--- src/rtl/beat_judge_ctrl.sv ---
// beat_judge_ctrl: per-beat sequencer for the 4-lane Finger Dancer button
// capture register. It opens a timed capture window on each beat, collects
// new key presses, judges them against the expected note pattern, clears the
// capture register and keeps a saturating score and combo for the display.
// Optional feature macro: COMBO_BONUS_EN (each hit adds HIT_PTS + combo/8).
`timescale 1ns/1ps

module beat_judge_ctrl #(
    parameter int WIN_CYCLES = 8,
    parameter int HIT_PTS    = 10,
    parameter int SCORE_W    = 16,
    parameter int COMBO_W    = 8
) (
    input  logic               C,
    input  logic               INIT_n,
    input  logic               start,
    input  logic               stop,
    input  logic               beat,
    input  logic [3:0]         note,
    input  logic [3:0]         keys,
    output logic               reg_clr,
    output logic               hit,
    output logic               miss,
    output logic [SCORE_W-1:0] score,
    output logic [COMBO_W-1:0] combo,
    output logic               overrun,
    output logic               busy
);

    localparam int CNT_W = (WIN_CYCLES > 2) ? $clog2(WIN_CYCLES) : 1;
    localparam int SUM_W = ((SCORE_W > COMBO_W) ? SCORE_W : COMBO_W) + 34;
    localparam logic [SCORE_W-1:0] SCORE_MAX = '1;
    localparam logic [COMBO_W-1:0] COMBO_MAX = '1;

    typedef enum logic [2:0] {
        S_IDLE,
        S_WAIT_BEAT,
        S_WINDOW,
        S_JUDGE,
        S_CLEAR
    } state_t;

    state_t             r_state;
    logic [CNT_W-1:0]   r_cnt;
    logic [3:0]         r_acc;
    logic [3:0]         r_keyPrev;
    logic [3:0]         r_noteL;
    logic               r_regClr;
    logic               r_hit;
    logic               r_miss;
    logic [SCORE_W-1:0] r_score;
    logic [COMBO_W-1:0] r_combo;
    logic               r_overrun;
    logic               r_busy;

    logic [3:0]         w_rise;
    logic               w_isHit;
    logic               w_isMiss;
    logic [SUM_W-1:0]   w_addend;
    logic [SUM_W-1:0]   w_sum;
    logic [SCORE_W-1:0] w_scoreSat;
    logic [COMBO_W-1:0] w_comboInc;

    // Judgement arithmetic: new presses, verdict, saturating score and combo.
    always_comb begin
        w_rise   = keys & ~r_keyPrev;
        w_isHit  = (r_noteL != 4'd0) && (r_acc == r_noteL);
        w_isMiss = (r_acc != r_noteL);
`ifdef COMBO_BONUS_EN
        w_addend = SUM_W'(HIT_PTS) + SUM_W'(r_combo >> 3);
`else
        w_addend = SUM_W'(HIT_PTS);
`endif
        w_sum      = SUM_W'(r_score) + w_addend;
        w_scoreSat = (w_sum > SUM_W'(SCORE_MAX)) ? SCORE_MAX : w_sum[SCORE_W-1:0];
        w_comboInc = (r_combo == COMBO_MAX) ? r_combo : r_combo + 1'b1;
    end

    // Game sequencer: stop overrides everything, otherwise step the beat cycle.
    always_ff @(posedge C or negedge INIT_n) begin
        if (!INIT_n) begin
            r_state   <= S_IDLE;
            r_cnt     <= '0;
            r_acc     <= 4'd0;
            r_keyPrev <= 4'd0;
            r_noteL   <= 4'd0;
            r_regClr  <= 1'b1;
            r_hit     <= 1'b0;
            r_miss    <= 1'b0;
            r_score   <= '0;
            r_combo   <= '0;
            r_overrun <= 1'b0;
            r_busy    <= 1'b0;
        end else begin
            r_keyPrev <= keys;
            r_hit     <= 1'b0;
            r_miss    <= 1'b0;
            if (stop) begin
                r_state  <= S_IDLE;
                r_regClr <= 1'b1;
                r_busy   <= 1'b0;
            end else begin
                case (r_state)
                    S_IDLE: begin
                        if (start) begin
                            r_score   <= '0;
                            r_combo   <= '0;
                            r_overrun <= 1'b0;
                            r_state   <= S_WAIT_BEAT;
                            r_regClr  <= 1'b0;
                            r_busy    <= 1'b1;
                        end
                    end
                    S_WAIT_BEAT: begin
                        if (beat) begin
                            r_noteL <= note;
                            r_cnt   <= CNT_W'(WIN_CYCLES - 1);
                            r_acc   <= 4'd0;
                            r_state <= S_WINDOW;
                        end
                    end
                    S_WINDOW: begin
                        r_acc <= r_acc | w_rise;
                        if (beat) begin
                            r_overrun <= 1'b1;
                        end
                        if (r_cnt == '0) begin
                            r_state <= S_JUDGE;
                        end else begin
                            r_cnt <= r_cnt - 1'b1;
                        end
                    end
                    S_JUDGE: begin
                        if (beat) begin
                            r_overrun <= 1'b1;
                        end
                        if (w_isHit) begin
                            r_hit   <= 1'b1;
                            r_score <= w_scoreSat;
                            r_combo <= w_comboInc;
                        end else if (w_isMiss) begin
                            r_miss  <= 1'b1;
                            r_combo <= '0;
                        end
                        r_state  <= S_CLEAR;
                        r_regClr <= 1'b1;
                    end
                    S_CLEAR: begin
                        if (beat) begin
                            r_overrun <= 1'b1;
                        end
                        r_acc    <= 4'd0;
                        r_state  <= S_WAIT_BEAT;
                        r_regClr <= 1'b0;
                    end
                    default: begin
                        r_state  <= S_IDLE;
                        r_regClr <= 1'b1;
                        r_busy   <= 1'b0;
                    end
                endcase
            end
        end
    end

    assign reg_clr = r_regClr;
    assign hit     = r_hit;
    assign miss    = r_miss;
    assign score   = r_score;
    assign combo   = r_combo;
    assign overrun = r_overrun;
    assign busy    = r_busy;

endmodule
--- config.mk ---
export PLATFORM = sky130hd
export DESIGN_NAME = beat_judge_ctrl
export DESIGN_NICKNAME = d
export VERILOG_FILES = /design/src/rtl/beat_judge_ctrl.sv
export SDC_FILE = /design/constraint.sdc
export NUM_CORES = 1
export LEC_CHECK = 0
export ABC_AREA = 1
export CORE_MARGIN = 2
export CORE_UTILIZATION = 54
export CTS_CLUSTER_SIZE = 14
export DETAILED_ROUTE_END_ITERATION = 10
export PLACE_DENSITY_LB_ADDON = 0.12
export SLEW_MARGIN = 15
export SYNTH_ARGS = -nofsm -noshare
export SYNTH_HDL_FRONTEND = slang
export SYNTH_SLANG_ARGS = --single-unit
--- constraint.sdc ---
create_clock -name C -period 2 [get_ports C]
set_input_delay 0.6 -clock C [delete_from_list [all_inputs] [get_ports C]]
set_output_delay 0.6 -clock C [all_outputs]
set_load 0.01 [all_outputs]
==> results.cfg, run 1 <==
[critical_path]
cp_top_family = flip-flops
cp_cell_sequence = clkdlybuf4s50_1
crit_required_ns = 1.40
end_kind = primary output
worstSetupPathType = reg2out
crit_buf_inv = 1
cpMaxStageDelayCell = dfstp_2
critPathLaunchType = register
worst_ep_arrival_time_ns = 1.35
slowest_delay_ns = 0.53
worst-path-max-fanout = 2

[die]
fp-row-count = 26
dieHeight_um = 75.5
core_area_um2 = 5010
ios = 42
die_x_um = 75.5
start_util_pct = 55.1
dieArea_um2 = 5700

[placed_design]
post-place-cells = 486
dpl-instance-area_um2 = 3340
place_hpwl_um = 4380
pre_cts_ws_ns = -0.117
gp_congestion = 0.955
port_buffers = 41

[pwr]
total_power_mw = 3.01
ir_drop_mv = 0.740
leakagePower_nw = 1.73
power.density_nw_per_um2 = 850

[logic_synthesis]
syn-num-nets = 384
synth_cell_type_count = 34
synthTopCellsByArea = dfrtp_1, nand2_1, inv_1
synthesis.area_um2 = 2760
avgSynthCellArea_um2 = 7.54
ys_seq_area_share_pct = 42.7
synth_warnings = 0
synth_area_leader_cell = dfrtp_1
postSynthCellCount = 366
synth-seq-cells = 47
netlist.area_leader.share_pct = 41.7

[global_routing]
grt_first_pass_wirelength_um = 9870
grt_max_degree = 48
grt_pass1_vias = 2328
grt_overflow = 0
antenna_found_initial = 0
grt_use_total_pct = 22.8

[cells_and_area]
multi_input_area_um2 = 1450
nFillCells = 432
seq_area_um2 = 1180
layout.cells.non_filler = 495
syn2layout_area_growth_pct = 28.4
diodes = 0
fin_nets = 442
drive_above_1_share_pct = 15.8
fin_util_pct = 70.7
fin_area_um2 = 3540

[cts]
postCtsSetupRepairBufs = 0
cts_buffer_depth = 2
cts_hold_buf = 0
path_clk_slew_ns = 0.09
cts_num_sinks = 47
cts-root-buf = clkbuf_8
htreeDepth = 2
cts_made_buffers = 5
tritoncts = done
clk_latency_ns = 0.30

[drt]
drtIter0Drc = 126
vias = 2517
wl_per_cell_um = 12.2
firstDrtPassIters = 4
antenna_left = 0
wl_um = 6050
via_per_inst = 5.08
drc_errors = 0

[flow_run]
cap_violations = 0

[timing]
finClkSkew_ns = 0.0102
drv_slew = 0
period_minus_slack_ns = 1.95
final.setup.tns_ns = 0
min_period_over_period_pct = 97.6
worst_slack_ns = 0.0478
rsz0062_at_grt = true
finalSetupViolCount = 0
hold_ws_ns = 0.264
max_freq_mhz = 512
hold_viol = 0
worstMarginPinSlew_ns = 0.429
slew_headroom_pct = 71.3

[outcome]
status = finished, final reports clean

[min_path]
hp-class = in2async
## metal layers
| layer | track usage, % | wire (um) |
|---|---|---|
| met5 | 0 | 0 |
| met4 | 7.80 | 119 |
| met1 | 27.9 | 2540 |
| met2 | 40.0 | 3170 |
| met3 | 4.63 | 221 |
## final timing paths
kind / cells after the start / start / slack (ns) / end
setup / recovery: 1 / reg_clr$_DFFE_PN1P_ / 0.05 / reg_clr
hold / removal: 2 / INIT_n / 0.26 / r_cnt[1]$_DFFE_PN0P_
setup reg to reg: 11 / score[2]$_DFFE_PN0P_ / 0.08 / score[0]$_DFFE_PN0P_
hold reg to reg: 1 / r_cnt[0]$_DFFE_PN0P_ / 0.47 / r_cnt[0]$_DFFE_PN0P_
max in group asynchronous: 2 / INIT_n / 1.44 / reg_clr$_DFFE_PN1P_
min in group C: 1 / r_cnt[0]$_DFFE_PN0P_ / 0.47 / r_cnt[0]$_DFFE_PN0P_
## layout by cell type, fill, tap and decap left out, types with 3 or more instances in the layout
cell             count
buf_4               13
xor2_1               7
nor2_4               5
clkbuf_8             5
nand3_1             21
xnor2_1              3
nand3_2             12
dfrtp_2              3
nand2_1            124
a21oi_1              9
inv_1               36
nor2_1              33
nand3b_1             7
dfrtp_1             43
nor3_1               3
nor2_2               5
inv_2                8
ha_1                 3
nand4_1              5
o21ai_0             15
clkdlybuf4s50_1     40
## power breakdown
part           internal [mW]  leakage [nW]  switching [mW]
Clock                  0.500        0.0654           0.313
Combinational          0.387          1.06           0.577
Sequential              1.12         0.611           0.117
Total                   2.00          1.73            1.01
## Yosys cell counts (all sizes together)
cell type and count:
xnor2 3, dfrtp 46, buf 5, nand4 5, o31ai 1, inv 44, ha 5, nor2 43
o21ai 16, xor2 8, o21bai 2, a21oi 9, a31oi 1, or2 1, o22ai 2, a211oi 1
nor3 4, nand3b 7, dfstp 1, o32ai 1, nand3 34, nand2 127
## layout make-up
type	instances	share of cell area, %
Tap cell	70	2.47
Timing Repair Buffer	55	14.8
Clock buffer	6	2.05
Inverter	44	4.66
Multi-Input combinational cell	271	41.0
Clock inverter	2	1.69
Sequential cell	47	33.3
## timing repair
item / 4_1_cts / 5_1_grt
resized for setup: 2 / 12
gates cloned: 0 / 1
pin swaps: 0 / 1
setup endpoints to repair: 3 / 25
## registers in the layout (all words and copies together) (netlist names)
name	flops
hit	1
r_cnt	3
overrun	1
reg_clr	1
r_keyPrev	4
r_state	3
busy	1
r_acc	4
r_noteL	4
combo	8
score	16
miss	1
## kinds of logic after synthesis
| kind of cell | synth area share [%] |
|---|---|
| compound gates | 6.84 |
| xor+xnor | 3.49 |
| fa+ha+maj | 2.27 |
| buf+inv | 7.21 |
| flops | 42.7 |
| simple gates | 37.5 |
No activity file was read; power rests on OpenSTA's default activity.
==> run 2: changes to the inputs <==
CORE_ASPECT_RATIO = 1.75   (was not set)
GPL_TIMING_DRIVEN = 1   (was not set)
==> results.cfg, run 2 (synthesis gave the netlist of run 1 again) <==
[cells_and_area]
seq_area_um2 = 1180
layout.cells.non_filler = 482
syn2layout_area_growth_pct = 29.1
fin_nets = 445
multi_input_area_um2 = 1470
drive_above_1_share_pct = 18.0
final_common_cell = nand2_1
largest_register_ffs = 16
diodes = 0
nFillCells = 399
layout_common_cells = nand2_1, dfrtp_1, inv_1, clkdlybuf4s50_1, nor2_1
fin_util_pct = 72.2

[global_routing]
antenna_found_initial = 0
grt_pass1_vias = 2536
busiest_layer = met2
grt_use_total_pct = 24.9
use_met3_pct = 3.02
grt_max_degree = 48
met2_usage_pct = 44.7
grt_first_pass_wirelength_um = 11100
grt_util_met1_pct = 26.5
grt_overflow = 0

[drt]
drc_errors = 0
drtIter0Drc = 121
via_per_inst = 5.34
antenna_left = 0
vias = 2572
wl_um = 6650
wl_per_cell_um = 13.8
firstDrtPassIters = 4

[cts]
clk_latency_ns = 0.30
cts_hold_buf = 0
tritoncts = done
cts-root-buf = clkbuf_8
cts_made_buffers = 5
cts_num_sinks = 47
cts_buffer_depth = 2
htreeDepth = 2
path_clk_slew_ns = 0.09

[timing]
worstMarginPinSlew_ns = 0.419
slew_headroom_pct = 71.8
drv_slew = 0
worst_slack_ns = -0.0321
final.setup.tns_ns = -0.170
max_freq_mhz = 492
hold_viol = 0
min_period_over_period_pct = 102
rsz0062_at_grt = true
period_minus_slack_ns = 2.03
finalSetupViolCount = 8
finClkSkew_ns = 0.0116
hold_ws_ns = 0.258

[critical_path]
crit_required_ns = 2.24
end_kind = register
worst_ep_arrival_time_ns = 2.27
critPathLaunchType = register
worst-path-max-fanout = 8
r2r_cells = 12
worstSetupPathType = reg2reg

[outcome]
status = finished with violations
violations = negative setup slack

[placed_design]
gp_congestion = 0.887
post-place-cells = 472
port_buffers = 41
place_hpwl_um = 4780

[die]
dieArea_um2 = 5720
core_area_um2 = 4930
ios = 42
start_util_pct = 55.9
fp-row-count = 34
dieHeight_um = 98.6
die_x_um = 58.0

[pwr]
total_power_mw = 2.95
ir_drop_mv = 0.759
power.density_nw_per_um2 = 829
leakagePower_nw = 1.77

[min_path]
hp-class = in2async

[flow_run]
cap_violations = 0
-- run 2: repair_timing --
item / CTS / global route
gates cloned: 1 / 0
setup buffers: 0 / 1
hold endpoints to repair: 0 / 0
endpoints found under the setup margin: 16 / 29
pin swaps: 0 / 14
gates resized for setup: 5 / 20
-- run 2: cell type report --
cell class | instances | share of cell area (%)
Multi-Input combinational cell | 271 | 41.4
Sequential cell | 47 | 33.3
Timing Repair Buffer | 58 | 15.5
Inverter | 44 | 4.64
Clock buffer | 6 | 2.32
Tap cell | 54 | 1.90
Clock inverter | 2 | 0.983
-- run 2: routing by layer --
metal | share of wire, % | wire length, um | vias up
li1 | - | - | 1278
met1 | 38 | 2500 | 1196
met2 | 54 | 3590 | 72
met3 | 3.1 | 207 | 26
met4 | 5.3 | 352 | 0
met5 | 0 | 0 | -
-- run 2: final timing paths --
check	startpoint	endpoint	slack (ns)
worst max register to register	score[2]$_DFFE_PN0P_	score[11]$_DFFE_PN0P_	-0.03
worst min-delay path	INIT_n	score[4]$_DFFE_PN0P_	0.26
max in group asynchronous	INIT_n	reg_clr$_DFFE_PN1P_	1.47
worst max-delay path	score[2]$_DFFE_PN0P_	score[11]$_DFFE_PN0P_	-0.03
min in group C	r_cnt[0]$_DFFE_PN0P_	r_cnt[0]$_DFFE_PN0P_	0.47
worst min register to register	r_cnt[0]$_DFFE_PN0P_	r_cnt[0]$_DFFE_PN0P_	0.47
-- run 2: report_power, final --
| part | switching, mW | internal, mW |
|---|---|---|
| Sequential | 0.119 | 1.12 |
| Combinational | 0.599 | 0.395 |
| Clock | 0.318 | 0.405 |
| Total | 1.04 | 1.92 |
-- run 2: critical path, stage by stage (launching register included) --
cell,delay [ns]
dfrtp_2,0.47
ha_4,0.19
nor2_4,0.20
nor2_2,0.06
nor2_1,0.09
nand2_1,0.07
nor2_2,0.13
nand2_2,0.10
nor2_4,0.21
nand3_4,0.18
nand3_1,0.13
nand2_1,0.06
nand2_1,0.06
-- run 2: through the flow --
stage	setup slack, ns	cell area (um^2)
floorplan	0.102	2760
global route	-0.135	3560
CTS	-0.00360	3490
global placement	-0.0333	3330
detailed placement	-0.110	3330
finish	-0.0321	3560
==> run 3: changes to the inputs <==
PLACE_DENSITY_LB_ADDON = 0.3   (was 0.12)
==> results.cfg, run 3 (synthesis gave the netlist of run 1 again) <==
[outcome]
status = finished with violations
violations = negative setup slack

[placed_design]
gp_congestion = 0.938
post-place-cells = 471
dpl-instance-area_um2 = 3320
pre_cts_ws_ns = -0.107
place_hpwl_um = 4870
port_buffers = 41

[global_routing]
grt_pass1_vias = 2577
grt_overflow = 0
grt_max_degree = 28
grt_first_pass_wirelength_um = 11300
grt_use_total_pct = 25.4
antenna_found_initial = 0

[cells_and_area]
syn2layout_area_growth_pct = 27.9
fin_area_um2 = 3530
nFillCells = 405
drive_above_1_share_pct = 16.9
largest_register_ffs = 16
layout.cells.non_filler = 480
layout_common_cells = nand2_1, dfrtp_1, clkdlybuf4s50_1, inv_1, nor2_1
fin_util_pct = 71.5
diodes = 0
final_common_cell = nand2_1
fin_nets = 443

[cts]
tritoncts = done
cts_made_buffers = 5
cts-root-buf = clkbuf_8
path_clk_slew_ns = 0.09
postCtsSetupRepairBufs = 0
cts_buffer_depth = 2
cts_num_sinks = 47
htreeDepth = 2
clk_latency_ns = 0.30

[drt]
antenna_left = 0
drc_errors = 0
drtIter0Drc = 134
routed-wl-met2_um = 3710
route.met3.wl_um = 254
via_per_inst = 5.38
wl_um = 6770
top_layer = met4
vias = 2583
firstDrtPassIters = 5
wl_per_cell_um = 14.1
wl_met1_um = 2480

[pwr]
swShare_pct = 35.6
p_comb_share_pct = 33.9
power.density_nw_per_um2 = 826
ir_drop_mv = 0.724
p_sw_mw = 1.04
internal_power_mw = 1.88
clkPwrFrac_pct = 23.4
seq_power_share_pct = 42.7
leakagePower_nw = 1.76
total_power_mw = 2.92

[critical_path]
critPathLaunchType = register
worstSetupPathType = reg2out
crit_cells = 1
cp_top_family = buffers and inverters
cp_cell_sequence = clkdlybuf4s50_1
crit_required_ns = 1.40
end_kind = primary output
r2r_cells = 12
slowest_delay_ns = 0.60
worst-path-max-fanout = 6
crit_buf_inv = 1
worst_ep_arrival_time_ns = 1.41
cpMaxStageDelayCell = clkdlybuf4s50_1

[timing]
final.setup.tns_ns = -0.0128
worst_slack_ns = -0.00940
period_minus_slack_ns = 2.01
finalSetupViolCount = 2
drv_slew = 0
min_period_over_period_pct = 100
finClkSkew_ns = 0.0143
rsz0062_at_grt = true
hold_viol = 0
max_freq_mhz = 498
slew_headroom_pct = 67.3
worstMarginPinSlew_ns = 0.491
hold_ws_ns = 0.245

[die]
start_util_pct = 55.9
core_area_um2 = 4930
fp-row-count = 34
dieHeight_um = 98.6
dieArea_um2 = 5720
die_x_um = 58.0
ios = 42

[flow_run]
cap_violations = 0

[min_path]
hp-class = in2async
-- run 3: changes by cell type in the layout (fill, tap and decap cells not counted), sizes merged --
| cell | previous run | this run |
|---|---|---|
| buf | 18 | 16 |
| clkbuf | 6 | 7 |
| clkinv | 1 | 0 |
-- run 3: final timing paths --
kind / from / endpoint / slack, ns
worst max-delay path: score[13]$_DFFE_PN0P_ / score[13] / -0.009
min in group C: r_cnt[0]$_DFFE_PN0P_ / r_cnt[0]$_DFFE_PN0P_ / 0.49
worst max register to register: score[2]$_DFFE_PN0P_ / score[10]$_DFFE_PN0P_ / 0
worst min register to register: r_cnt[0]$_DFFE_PN0P_ / r_cnt[0]$_DFFE_PN0P_ / 0.49
worst min-delay path: INIT_n / hit$_DFF_PN0_ / 0.24
max in group asynchronous: INIT_n / combo[2]$_DFFE_PN0P_ / 1.22
-- run 3: layout make-up --
cell class | count | area, um^2 | area share, %
multi-input cells | 271 | 1470 | 41.6
flip-flops and latches | 47 | 1180 | 33.5
repair buffers | 56 | 538 | 15.2
inverters | 44 | 165 | 4.68
clock buffers | 7 | 76.3 | 2.16
well taps | 54 | 67.6 | 1.91
clock inverters | 1 | 30.0 | 0.851
-- run 3: power groups by stage --
| stage | Combinational, mW | Sequential (mW) | Clock (mW) |
|---|---|---|---|
| final | 0.989 | 1.24 | 0.683 |
| after floorplan | 0.604 | 1.24 | 0 |
| after global placement | 0.931 | 1.25 | 0 |
| after global routing | 1.11 | 1.26 | 0.731 |
| after CTS | 0.967 | 1.24 | 0.694 |
| after detailed placement | 0.967 | 1.26 | 0 |
-- run 3: timing repair --
item / CTS / global route
endpoints found under the setup margin: 13 / 29
cloned: 1 / 0
resized for setup: 4 / 19
pin swaps: 0 / 7
hold buffers: 0 / 0
-- run 3: routing by layer --
layer	track usage, %	vias up
met2	44.8	83
met1	28.0	1191
met4	14.5	0
met5	0	-
met3	3.67	27
li1	-	1282
-- run 3: worst reg2reg max path, delay by kind of cell (launching register included) --
family,cells,cell delay [ns]
adders and majority gates,1,0.19
DFF,1,0.47
and+or+nand+nor,11,1.27
